**src/rtl/dice_pkg.sv**
```systemverilog
// dice_pkg: shared scan states, frame snapshot type and seven-segment constants.
package dice_pkg;
  typedef enum logic [1:0] {SHOW1, DEAD1, SHOW10, DEAD10} state_t;
  typedef struct packed {
    logic       ovr_en;
    logic       blank_lz;
    logic [3:0] d1;
    logic [3:0] d10;
    logic [7:0] ovr1;
    logic [7:0] ovr10;
  } frame_t;
  localparam logic [7:0] SEG_BLANK = 8'h00;
  localparam logic [7:0] SEG_DASH  = 8'h40;
  // Index 15 is blank, 10..14 are dashes; bit order is dp,g..a.
  localparam logic [15:0][7:0] SEG_TABLE = {SEG_BLANK, {5{SEG_DASH}},
    8'h6F, 8'h7F, 8'h07, 8'h7D, 8'h6D, 8'h66, 8'h4F, 8'h5B, 8'h06, 8'h3F};
endpackage

```
**src/rtl/seg_decode.sv**
```systemverilog
// seg_decode: combinational BCD digit to active-high segment pattern.
module seg_decode
  import dice_pkg::*;
(
  input  logic [3:0] d,
  output logic [7:0] seg
);
  assign seg = SEG_TABLE[d];
endmodule

```
**src/rtl/seg_scan_arbiter.sv**
```systemverilog
// seg_scan_arbiter: two-digit display scanner with dead-time blanking and
// per-frame selection between the roll result and a raw override pattern.
module seg_scan_arbiter
  import dice_pkg::*;
#(
  parameter int SCAN_CYCLES = 1000,
  parameter int DEAD_CYCLES = 16
) (
  input  logic       clk,
  input  logic       rst_n,
  input  logic       ena,
  input  logic       seg_pol,
  input  logic       com_pol,
  input  logic       blank_lz,
  input  logic [3:0] digit1,
  input  logic [3:0] digit10,
  input  logic       ovr_en,
  input  logic [7:0] ovr_seg1,
  input  logic [7:0] ovr_seg10,
  output logic [7:0] seg,
  output logic [1:0] com,
  output logic [1:0] com_oe,
  output logic       frame_start
);
  localparam int CW = $clog2(SCAN_CYCLES > DEAD_CYCLES ? SCAN_CYCLES : DEAD_CYCLES);
  state_t state_q, state_d;
  frame_t frame_q, frame_d;
  logic [CW-1:0] cnt_q, cnt_d;
  logic [7:0] lit_q, lit_d, dec1, dec10;
  logic [1:0] act_q, act_d, oe_q, oe_d;
  logic fs_q, fs_d, show, last, latch;
  // Decoders look at the frame being latched so patterns update on the same edge as the state.
  seg_decode u_dec1  (.d(frame_d.d1),  .seg(dec1));
  seg_decode u_dec10 (.d(frame_d.d10), .seg(dec10));
  always_comb begin
    show    = state_q == SHOW1 || state_q == SHOW10;
    last    = cnt_q == (show ? CW'(SCAN_CYCLES - 1) : CW'(DEAD_CYCLES - 1));
    latch   = ena && last && state_q == DEAD10;
    frame_d = latch ? {ovr_en, blank_lz, digit1, digit10, ovr_seg1, ovr_seg10} : frame_q;
    state_d = !ena ? DEAD10 : !last ? state_q : state_t'(state_q + 2'd1);
    cnt_d   = ena && !last ? cnt_q + 1'b1 : '0;
    lit_d   = state_d == SHOW1  ? (frame_d.ovr_en ? frame_d.ovr1 : dec1) :
              state_d == SHOW10 ? (frame_d.ovr_en ? frame_d.ovr10 :
                                   frame_d.blank_lz && frame_d.d10 == 4'd0 ? SEG_BLANK : dec10) :
              SEG_BLANK;
    act_d   = {state_d == SHOW10, state_d == SHOW1};
    oe_d    = {2{ena}};
    fs_d    = latch;
  end
  always_ff @(posedge clk or negedge rst_n) begin
    if (!rst_n) begin
      state_q <= DEAD10;
      cnt_q   <= '0;
      frame_q <= '0;
      lit_q   <= '0;
      act_q   <= '0;
      oe_q    <= '0;
      fs_q    <= 1'b0;
    end else begin
      state_q <= state_d;
      cnt_q   <= cnt_d;
      frame_q <= frame_d;
      lit_q   <= lit_d;
      act_q   <= act_d;
      oe_q    <= oe_d;
      fs_q    <= fs_d;
    end
  end
  assign seg         = lit_q ^ {8{~seg_pol}};
  assign com         = act_q ^ {2{~com_pol}};
  assign com_oe      = oe_q;
  assign frame_start = fs_q;
endmodule

```
**config.mk**
```make
export PLATFORM = sky130hd
export DESIGN_NAME = seg_scan_arbiter
export DESIGN_NICKNAME = d
export VERILOG_FILES = /design/src/rtl/dice_pkg.sv /design/src/rtl/seg_decode.sv /design/src/rtl/seg_scan_arbiter.sv
export SDC_FILE = /design/constraint.sdc
export NUM_CORES = 1
export LEC_CHECK = 0
export BUFFER_PORTS_ARGS = -buffer_cell sky130_fd_sc_hd__clkbuf_2
export CORE_MARGIN = 5
export CORE_UTILIZATION = 55
export CTS_BUF_LIST = sky130_fd_sc_hd__clkbuf_8
export CTS_CLUSTER_DIAMETER = 50
export DETAILED_ROUTE_END_ITERATION = 10
export GPL_TIMING_DRIVEN = 0
export PLACE_DENSITY = 0.78
export SLEW_MARGIN = 20
export SYNTH_ARGS = -nofsm -noshare
export SYNTH_HDL_FRONTEND = slang
export SYNTH_SLANG_ARGS = --single-unit
```
**constraint.sdc**
```tcl
create_clock -name clk -period 7.95 [get_ports clk]
set_input_delay 1.59 -clock clk [delete_from_list [all_inputs] [get_ports clk]]
set_output_delay 1.59 -clock clk [all_outputs]
set_load 0.005 [all_outputs]
```
==> flow_metrics.tcl, run 1 <==
set metrics [dict create \
    htree_levels 2 \
    drive_gt1_share_pct 22.8 \
    cts_inserted_buffers 5 \
    cts_resized 0 \
    clock_latency_ns 0.30 \
    drt.antenna.violating_nets 0 \
    fmax_ghz 0.249 \
    async_flop_share_pct 100 \
    cts.sinks 50 \
    swShare_pct 22.8 \
    synth_flop_cell "dfrtp_1" \
    layout_commonest_cell "dfrtp_1" \
    die-area_um2 6700 \
    avgRoutedWirePerCell_um 14.3 \
    cts_root_buf "clkbuf_8" \
    slowest_stage "mux2i_1" \
    cp_top_family "buffers and inverters" \
    gp_congestion 0.904 \
    vias 2215 \
    fillCellCount 470 \
    crit_chain "clkbuf_2 -> nand2_1 -> a2111oi_2 -> buf_6 -> buf_6 -> buf_8 -> buf_6 -> mux2i_1 -> inv_1 -> ha_1 -> a221oi_1 -> nor2_1 -> a31o_2" \
    synth-edff-count 0 \
    antenna_cells 0 \
    place_hpwl_um 4580 \
    fin_skew_ns 0.00931 \
    finalNonFillerCells 407 \
    die_h_um 81.9 \
    required_ns 8.14 \
    first_pass_iters 4 \
    syn_area_um2 2840 \
    internal_power_uw 329 \
    path_class "input port to flip-flop" \
    p_total_uw 426 \
    power_density_nw_per_um2 132 \
    combPwrFrac_pct 6.6 \
    maxCapViolCount 0 \
    start_util_pct 56.0 \
    cts_buffer_depth 2 \
    placed_cells 399 \
    hold_class "flip-flop to flip-flop" \
    synth_area_per_cell_um2 9.90 \
    yosys_warnings 0 \
    cp-end-kind "flip-flop" \
    seq_area_frac_synth_pct 44.1 \
    p_sw_uw 97.1 \
    slew_violations 0 \
    synthCells 287 \
    worstMarginPinSlew_ns 0.653 \
    cts_hold_buffers 0 \
    grt_max_degree 51 \
    drcViolationCount 0 \
    core.rowCount 26 \
    critPathArrivalTime_ns 4.21 \
    cts_tree "yes" \
    die_width_um 81.9 \
    max-vdd-ir-drop_mv 0.0823 \
    crit_buf_inv 6 \
    setup_viol 0 \
    grt-ovfl-total 0 \
    p_clk_share_pct 33.1 \
    grt_pass1_wl_um 9990 \
    portBuffers 42 \
    setup-tns-final_ns 0 \
    power_frac_seq_pct 60.3 \
    first_iter_violations 115 \
    cts_setup_buffers 0 \
    hold_viol 0 \
    min_period_over_period_pct 50.5 \
    ys_ff_latch 50 \
    ios 44 \
    rsz0062_at_grt "no" \
    grt_pass1_vias 2155 \
    antenna_found_initial 0 \
    slew-limit-headroom_pct 56.4 \
    cp_max_fo 10 \
    mostFrequentLayoutCells "dfrtp_1, nand2_1, clkbuf_2" \
    wl_um 5840 \
    syn_to_final_growth_pct 13.6 \
    crit_top_cell "buf_6" \
    syn_nets 331 \
    clk_pin_slew_worst_paths_ns 0.09 \
    synth.distinct_cells 50 \
    cpPeakStageDelay_ns 0.36 \
    outcome "completed" \
    crit_path_start_kind "input port" \
    viasPerCell 5.44 \
    fin_hold_ws_ns 0.461 \
    min_period_ns 4.01 \
    core-area_um2 5070 \
    p_leak_nw 1.57 \
    nets 380 \
    grt_use_total_pct 19.6 \
]
[per-layer routing]
layer | up-vias | routed length, µm | global-route usage, % | part of all wire [%]
met4 | 0 | 80 | 5.98 | 1.4
met3 | 9 | 306 | 3.95 | 5.2
li1 | 1091 | - | - | -
met1 | 1067 | 2620 | 25.3 | 45
met2 | 48 | 2830 | 33.0 | 48
met5 | - | 0 | 0 | 0
[worst paths after layout]
check | from | end | slack, ns | cells past startpoint
setup / recovery | ena | lit_q[4]$_DFF_PN0_ | 3.94 | 13
hold / removal | cnt_q[0]$_DFF_PN0_ | cnt_q[0]$_DFF_PN0_ | 0.46 | 1
setup reg to reg | state_q[0]$_DFF_PN1_ | lit_q[4]$_DFF_PN0_ | 4.04 | 15
hold reg to reg | cnt_q[0]$_DFF_PN0_ | cnt_q[0]$_DFF_PN0_ | 0.46 | 1
max in group asynchronous | rst_n | frame_q[17]$_DFF_PN0_ | 6.19 | 1
min in group asynchronous | rst_n | cnt_q[8]$_DFF_PN0_ | 1.33 | 1
[layout make-up]
type                            instances  area, µm²  area share, %
Clock inverter                          3       17.5          0.543
Clock buffer                            5       68.8           2.13
Timing Repair Buffer                   42        213           6.59
Tap cell                               70       87.6           2.71
Multi-Input combinational cell        213       1460           45.2
Inverter                               14       53.8           1.67
Buffer                                 10       76.3           2.36
Sequential cell                        50       1250           38.8
[registers in the layout, indices dropped and copies added (netlist names)]
signal       count
state_q          2
frame_start      1
lit_q            8
frame_q         26
cnt_q           10
act_q            2
com_oe           1
[through the flow]
stage	instance area [µm²]	setup WS [ns]	util [%]
floorplan	2840	4.14	-
global placement	3140	3.66	61.9
detailed placement	3140	3.61	61.9
CTS	3230	3.94	63.6
global route	3230	3.78	63.6
finish	3230	3.94	63.6
[cell families after synthesis]
logic type	share of synthesized area [%]
muxes	10.9
xor gates and xnor gates	5.86
and+or+nand+nor	18.4
buffers and inverters	4.58
DFF	44.1
AOI/OAI and AO/OA	10.4
adders and majority gates	5.72
[power by group through the flow]
stage,sequential [mW],clock [mW],combinational [mW]
after floorplan,0.262,0,0.0104
after global placement,0.262,0,0.0281
after detailed placement,0.262,0,0.0291
after CTS,0.257,0.146,0.0292
after global routing,0.257,0.159,0.0330
final,0.257,0.141,0.0283
[Yosys cell counts (6+ instances only)]
library cell | number | area share, %
a21oi_1 | 8 | 1.4
nor2_1 | 28 | 3.7
inv_1 | 12 | 1.6
nor2b_1 | 7 | 1.5
nand3_1 | 11 | 1.9
o21ai_0 | 9 | 1.6
dfrtp_1 | 48 | 42
mux2_2 | 11 | 4.4
mux2i_1 | 17 | 6.0
xor2_1 | 6 | 1.8
xnor2_1 | 13 | 4.0
ha_1 | 13 | 5.7
nand2_1 | 41 | 5.4
No activity file was read; power rests on OpenSTA's default activity.
==> inputs of run 2 (changes only) <==
clock period = 4.15 ns   (was 7.95 ns; I/O delays follow)
==> run 2 against run 1 <==
Net effect: cell count is the same; worst setup slack got worse by 3.7 ns; non-clock buffer count unchanged; clock skew hardly changed; routed wire length is 0.39% higher; first-iteration DRC count fell by 2.6%; die area did not move; cell area increased by 0.23%; via count grew 0.14%; combinational power grew 93%; critical path type is now flip-flop to flip-flop; critical endpoint unchanged.
==> flow_metrics.tcl, run 2 (synthesized netlist as in run 1, its figures left out) <==
set metrics [dict create \
    drcViolationCount 0 \
    cp-startpoint "state_q[0]$_DFF_PN1_" \
    core.rowCount 26 \
    drive_gt1_share_pct 23.4 \
    first_iter_violations 112 \
    min_period_over_period_pct 93.5 \
    hold_class "flip-flop to flip-flop" \
    antenna_found_initial 0 \
    grt_max_degree 51 \
    ff2ff_setup_slack_ns 0.27 \
    cp-end-kind "flip-flop" \
    ios 44 \
    slew-limit-headroom_pct 56.4 \
    mostFrequentLayoutCells "dfrtp_1, nand2_1, clkbuf_2" \
    fmax_ghz 0.258 \
    cts_resized 0 \
    cts_buffer_depth 2 \
    vias 2218 \
    htree_levels 2 \
    regMostFlops "frame_q" \
    cts_hold_buffers 0 \
    min_period_ns 3.88 \
    fin_skew_ns 0.00952 \
    maxCapViolCount 0 \
    grt_use_met1_pct 25.3 \
    required_ns 4.34 \
    grt_pass1_wl_um 9990 \
    viasPerCell 5.45 \
    syn_to_final_growth_pct 13.9 \
    max-vdd-ir-drop_mv 0.158 \
    wl_um 5860 \
    grt_use_total_pct 19.6 \
    antenna_cells 0 \
    grt_pass1_vias 2155 \
    critPathArrivalTime_ns 4.08 \
    worstMarginPinSlew_ns 0.653 \
    clk_pin_slew_worst_paths_ns 0.09 \
    drt.antenna.violating_nets 0 \
    cts_setup_buffers 0 \
    cts_inserted_buffers 5 \
    crit_path_start_kind "flip-flop" \
    cts_tree "yes" \
    start_util_pct 56.0 \
    avgRoutedWirePerCell_um 14.4 \
    power_density_nw_per_um2 252 \
    clock_latency_ns 0.30 \
    die_width_um 81.9 \
    outcome "completed" \
    p_leak_nw 1.57 \
    cp_max_fo 10 \
    place_hpwl_um 4580 \
    cts_root_buf "clkbuf_8" \
    path_class "flip-flop to flip-flop" \
    nets 380 \
    top_regs "frame_q (26), cnt_q (10), lit_q (8)" \
    gp_congestion 0.904 \
    layout_commonest_cell "dfrtp_1" \
    grt_use_met2_pct 33.0 \
    worstReg2RegStart "state_q[0]$_DFF_PN1_" \
    setup_viol 0 \
    die_h_um 81.9 \
    rsz0062_at_grt "no" \
    grt-ovfl-total 0 \
    multi_input_area_um2 1470 \
    hold_viol 0 \
    met3_usage_pct 3.95 \
    p_total_uw 817 \
    gr-max-usage-layer "met2" \
    largest_reg_flops 26 \
    first_pass_iters 4 \
    portBuffers 42 \
    ff2ff_path_depth 15 \
    slew_violations 0 \
    fillCellCount 471 \
    endpoint "lit_q[4]$_DFF_PN0_" \
    cts.sinks 50 \
    die-area_um2 6700 \
    r2r-end "lit_q[4]$_DFF_PN0_" \
    core-area_um2 5070 \
    setup-tns-final_ns 0 \
    fin_hold_ws_ns 0.461 \
    seq_area_um2 1250 \
]
==> run 2: cell counts in the layout (fill, tap and decap cells not counted) <==
No cell type changed its count.
==> run 2: how the worst min path moves through the flow <==
stage                                    start                    to  slack (ns)  depth (start not counted)
after CTS                   cnt_q[0]$_DFF_PN0_    cnt_q[0]$_DFF_PN0_        0.46                          1
after global routing        cnt_q[0]$_DFF_PN0_    cnt_q[0]$_DFF_PN0_        0.49                          1
after floorplan           frame_q[9]$_DFF_PN0_  frame_q[9]$_DFF_PN0_        0.43                          2
after detailed placement  frame_q[9]$_DFF_PN0_  frame_q[9]$_DFF_PN0_        0.45                          2
final                       cnt_q[0]$_DFF_PN0_    cnt_q[0]$_DFF_PN0_        0.46                          1
after global placement    frame_q[9]$_DFF_PN0_  frame_q[9]$_DFF_PN0_        0.44                          2
==> run 2: power breakdown <==
part / total (mW) / internal [mW] / switching (mW)
Sequential: 0.492 / 0.490 / 0.00230
Combinational: 0.0545 / 0.0237 / 0.0308
Clock: 0.270 / 0.117 / 0.153
==> run 2: layout make-up <==
cell class              instances  share of cell area [%]
repair buffers                 42                    6.57
clock buffers                   5                    2.13
multi-input cells             213                    45.3
flip-flops and latches         50                    38.7
plain buffers                  10                    2.36
clock inverters                 3                   0.541
well taps                      70                    2.71
inverters                      14                    1.66
==> run 2: routing by layer <==
layer  share of wire (%)  wire, µm
met4                 1.4        80
met5                   0         0
met2                  48      2840
met3                 5.3       310
met1                  45      2630
==> run 2: metrics by stage <==
stage               util (%)  instances  cell area, µm²  worst slack [ns]
floorplan                  -        287            2840             0.770
finish                  63.8        407            3240             0.268
global route            63.8        407            3240            0.0448
detailed placement      61.9        399            3140             0.252
global placement        61.9        399            3140             0.325
CTS                     63.6        407            3230             0.234
==> run 2: critical path, stage by stage, from the launching register on <==
cell	delay, ns
dfstp_2	0.59
inv_1	0.09
ha_1	0.21
nor2_1	0.16
nand4b_1	0.20
a2111oi_2	0.44
buf_6	0.22
buf_6	0.18
buf_8	0.16
buf_6	0.17
mux2i_2	0.32
inv_1	0.15
ha_1	0.20
a221oi_1	0.37
nor2_1	0.09
a31o_2	0.22
==> inputs of run 3 (changes only) <==
CTS_BUF_LIST = sky130_fd_sc_hd__clkbuf_2   (was sky130_fd_sc_hd__clkbuf_8)
MAX_ROUTING_LAYER = met4   (was unset)
==> run 3 against run 2 <==
Net effect: critical path depth unchanged; cell count unchanged; clock power decreased by 27%; clock skew increased by 0.0077 ns; combinational power about the same; largest power group unchanged.
==> flow_metrics.tcl, run 3 (synthesized netlist as in run 1, its figures left out) <==
set metrics [dict create \
    cpPeakStageDelay_ns 0.64 \
    drive_gt1_share_pct 23.7 \
    die_h_um 81.9 \
    vias 2229 \
    cp_top_family "compound AO/OA/AOI/OAI gates" \
    antenna_cells 0 \
    ff2ff_setup_slack_ns 0.27 \
    gp_congestion 0.920 \
    nets 380 \
    ff2ff_path_depth 15 \
    portBuffers 42 \
    cp_max_fo 10 \
    fmax_ghz 0.258 \
    maxCapViolCount 0 \
    cts_buffer_depth 2 \
    path_class "flip-flop to flip-flop" \
    setup_viol 0 \
    start_util_pct 56.0 \
    setup-tns-final_ns 0 \
    viasPerCell 5.48 \
    placed_cells 399 \
    max-vdd-ir-drop_mv 0.151 \
    mostFrequentLayoutCells "dfrtp_1, clkbuf_2, nand2_1" \
    cts_tree "yes" \
    power_density_nw_per_um2 233 \
    crit_buf_inv 6 \
    crit_path_start_kind "flip-flop" \
    regMostFlops "frame_q" \
    drcViolationCount 0 \
    cts_setup_buffers 0 \
    grt-ovfl-total 0 \
    first_iter_violations 114 \
    slew_violations 0 \
    core.rowCount 26 \
    fillCellCount 471 \
    fin_skew_ns 0.0172 \
    syn_to_final_growth_pct 12.4 \
    final_area_um2 3190 \
    first_pass_iters 4 \
    clock_latency_ns 0.42 \
    drt.antenna.violating_nets 0 \
    grt_use_total_pct 20.0 \
    crit_chain "inv_1 -> ha_1 -> nor2_1 -> nand4b_1 -> a2111oi_2 -> buf_6 -> buf_6 -> buf_8 -> buf_6 -> mux2i_2 -> inv_1 -> ha_1 -> a221oi_1 -> nor2_1 -> a31o_2" \
    r2r-end "lit_q[4]$_DFF_PN0_" \
    place_hpwl_um 4580 \
    slew-limit-headroom_pct 57.3 \
    grt_pass1_vias 2155 \
    wl_um 5870 \
    rsz0062_at_grt "no" \
    crit_top_cell "buf_6" \
    largest_reg_flops 26 \
    cts_inserted_buffers 5 \
    antenna_found_initial 0 \
    avgRoutedWirePerCell_um 14.4 \
    finalNonFillerCells 407 \
    required_ns 4.50 \
    p_leak_nw 1.55 \
    die-area_um2 6700 \
    ios 44 \
    min_period_ns 3.88 \
    critPathArrivalTime_ns 4.23 \
    dpl_cell_area_um2 3140 \
    hold_class "input port to async pin" \
    core-area_um2 5070 \
    min_period_over_period_pct 93.6 \
    cts.sinks 50 \
    grt_pass1_wl_um 9990 \
    layout_commonest_cell "dfrtp_1" \
    cp-end-kind "flip-flop" \
    slowest_stage "dfstp_2" \
    grt_max_degree 51 \
    finalWorstSetupSlack_ns 0.267 \
    top_regs "frame_q (26), cnt_q (10), lit_q (8)" \
    clk_pin_slew_worst_paths_ns 0.24 \
    worstReg2RegStart "state_q[0]$_DFF_PN1_" \
    worstMarginPinSlew_ns 0.640 \
    outcome "completed" \
    htree_levels 2 \
    die_width_um 81.9 \
    cts_root_buf "clkbuf_2" \
    hold_viol 0 \
    place_ws_ns 0.252 \
]
[run 3: worst max-delay path by stage]
stage,startpoint,to,slack (ns),cells after the start
2_1_floorplan,state_q[0]$_DFF_PN1_,lit_q[4]$_DFF_PN0_,0.77,15
3_3_place_gp,state_q[0]$_DFF_PN1_,lit_q[4]$_DFF_PN0_,0.33,15
3_5_place_dp,state_q[0]$_DFF_PN1_,lit_q[4]$_DFF_PN0_,0.25,15
4_1_cts,state_q[0]$_DFF_PN1_,lit_q[4]$_DFF_PN0_,0.22,15
5_1_grt,state_q[0]$_DFF_PN1_,lit_q[4]$_DFF_PN0_,0.03,15
6_report,state_q[0]$_DFF_PN1_,lit_q[4]$_DFF_PN0_,0.27,15
[run 3: layout make-up]
type	count	area (µm²)	area share, %
inverters	14	53.8	1.68
multi-input cells	213	1470	45.9
plain buffers	10	76.3	2.39
well taps	70	87.6	2.74
clock inverters	2	13.8	0.431
clock buffers	6	30.0	0.940
repair buffers	42	213	6.66
flip-flops and latches	50	1250	39.3
[run 3: per-stage QoR]
step                      hold slack [ns]  power, mW  utilization [%]
after floorplan                     0.430      0.521                -
after global placement              0.441      0.556             61.9
after detailed placement            0.447      0.558             61.9
after CTS                           0.412      0.753             62.8
after global routing                0.416      0.785             62.9
final                               0.411      0.744             62.9
[run 3: power by group]
part / internal [mW] / switching [mW] / total [mW]
Combinational: 0.0237 / 0.0309 / 0.0546
Clock: 0.0445 / 0.151 / 0.196
Sequential: 0.492 / 0.00229 / 0.494
Total: 0.560 / 0.184 / 0.744
[run 3: per-layer routing]
layer,wire (µm),global-route usage [%],up-vias
li1,-,-,1092
met1,2670,25.6,1075
met2,2860,32.9,55
met3,272,3.62,7
met4,73,4.98,0
met5,0,-,-
[run 3: repair_timing]
item / CTS / global route
setup endpoints to repair: 0 / 2
resized for setup: 0 / 2
hold buffers: 0 / 0
[run 3: worst reg2reg max path, stage by stage, from the launching register on]
cell,delay [ns]
dfstp_2,0.64
inv_1,0.09
ha_1,0.20
nor2_1,0.15
nand4b_1,0.21
a2111oi_2,0.44
buf_6,0.22
buf_6,0.19
buf_8,0.17
buf_6,0.17
mux2i_2,0.32
inv_1,0.15
ha_1,0.20
a221oi_1,0.36
nor2_1,0.09
a31o_2,0.22
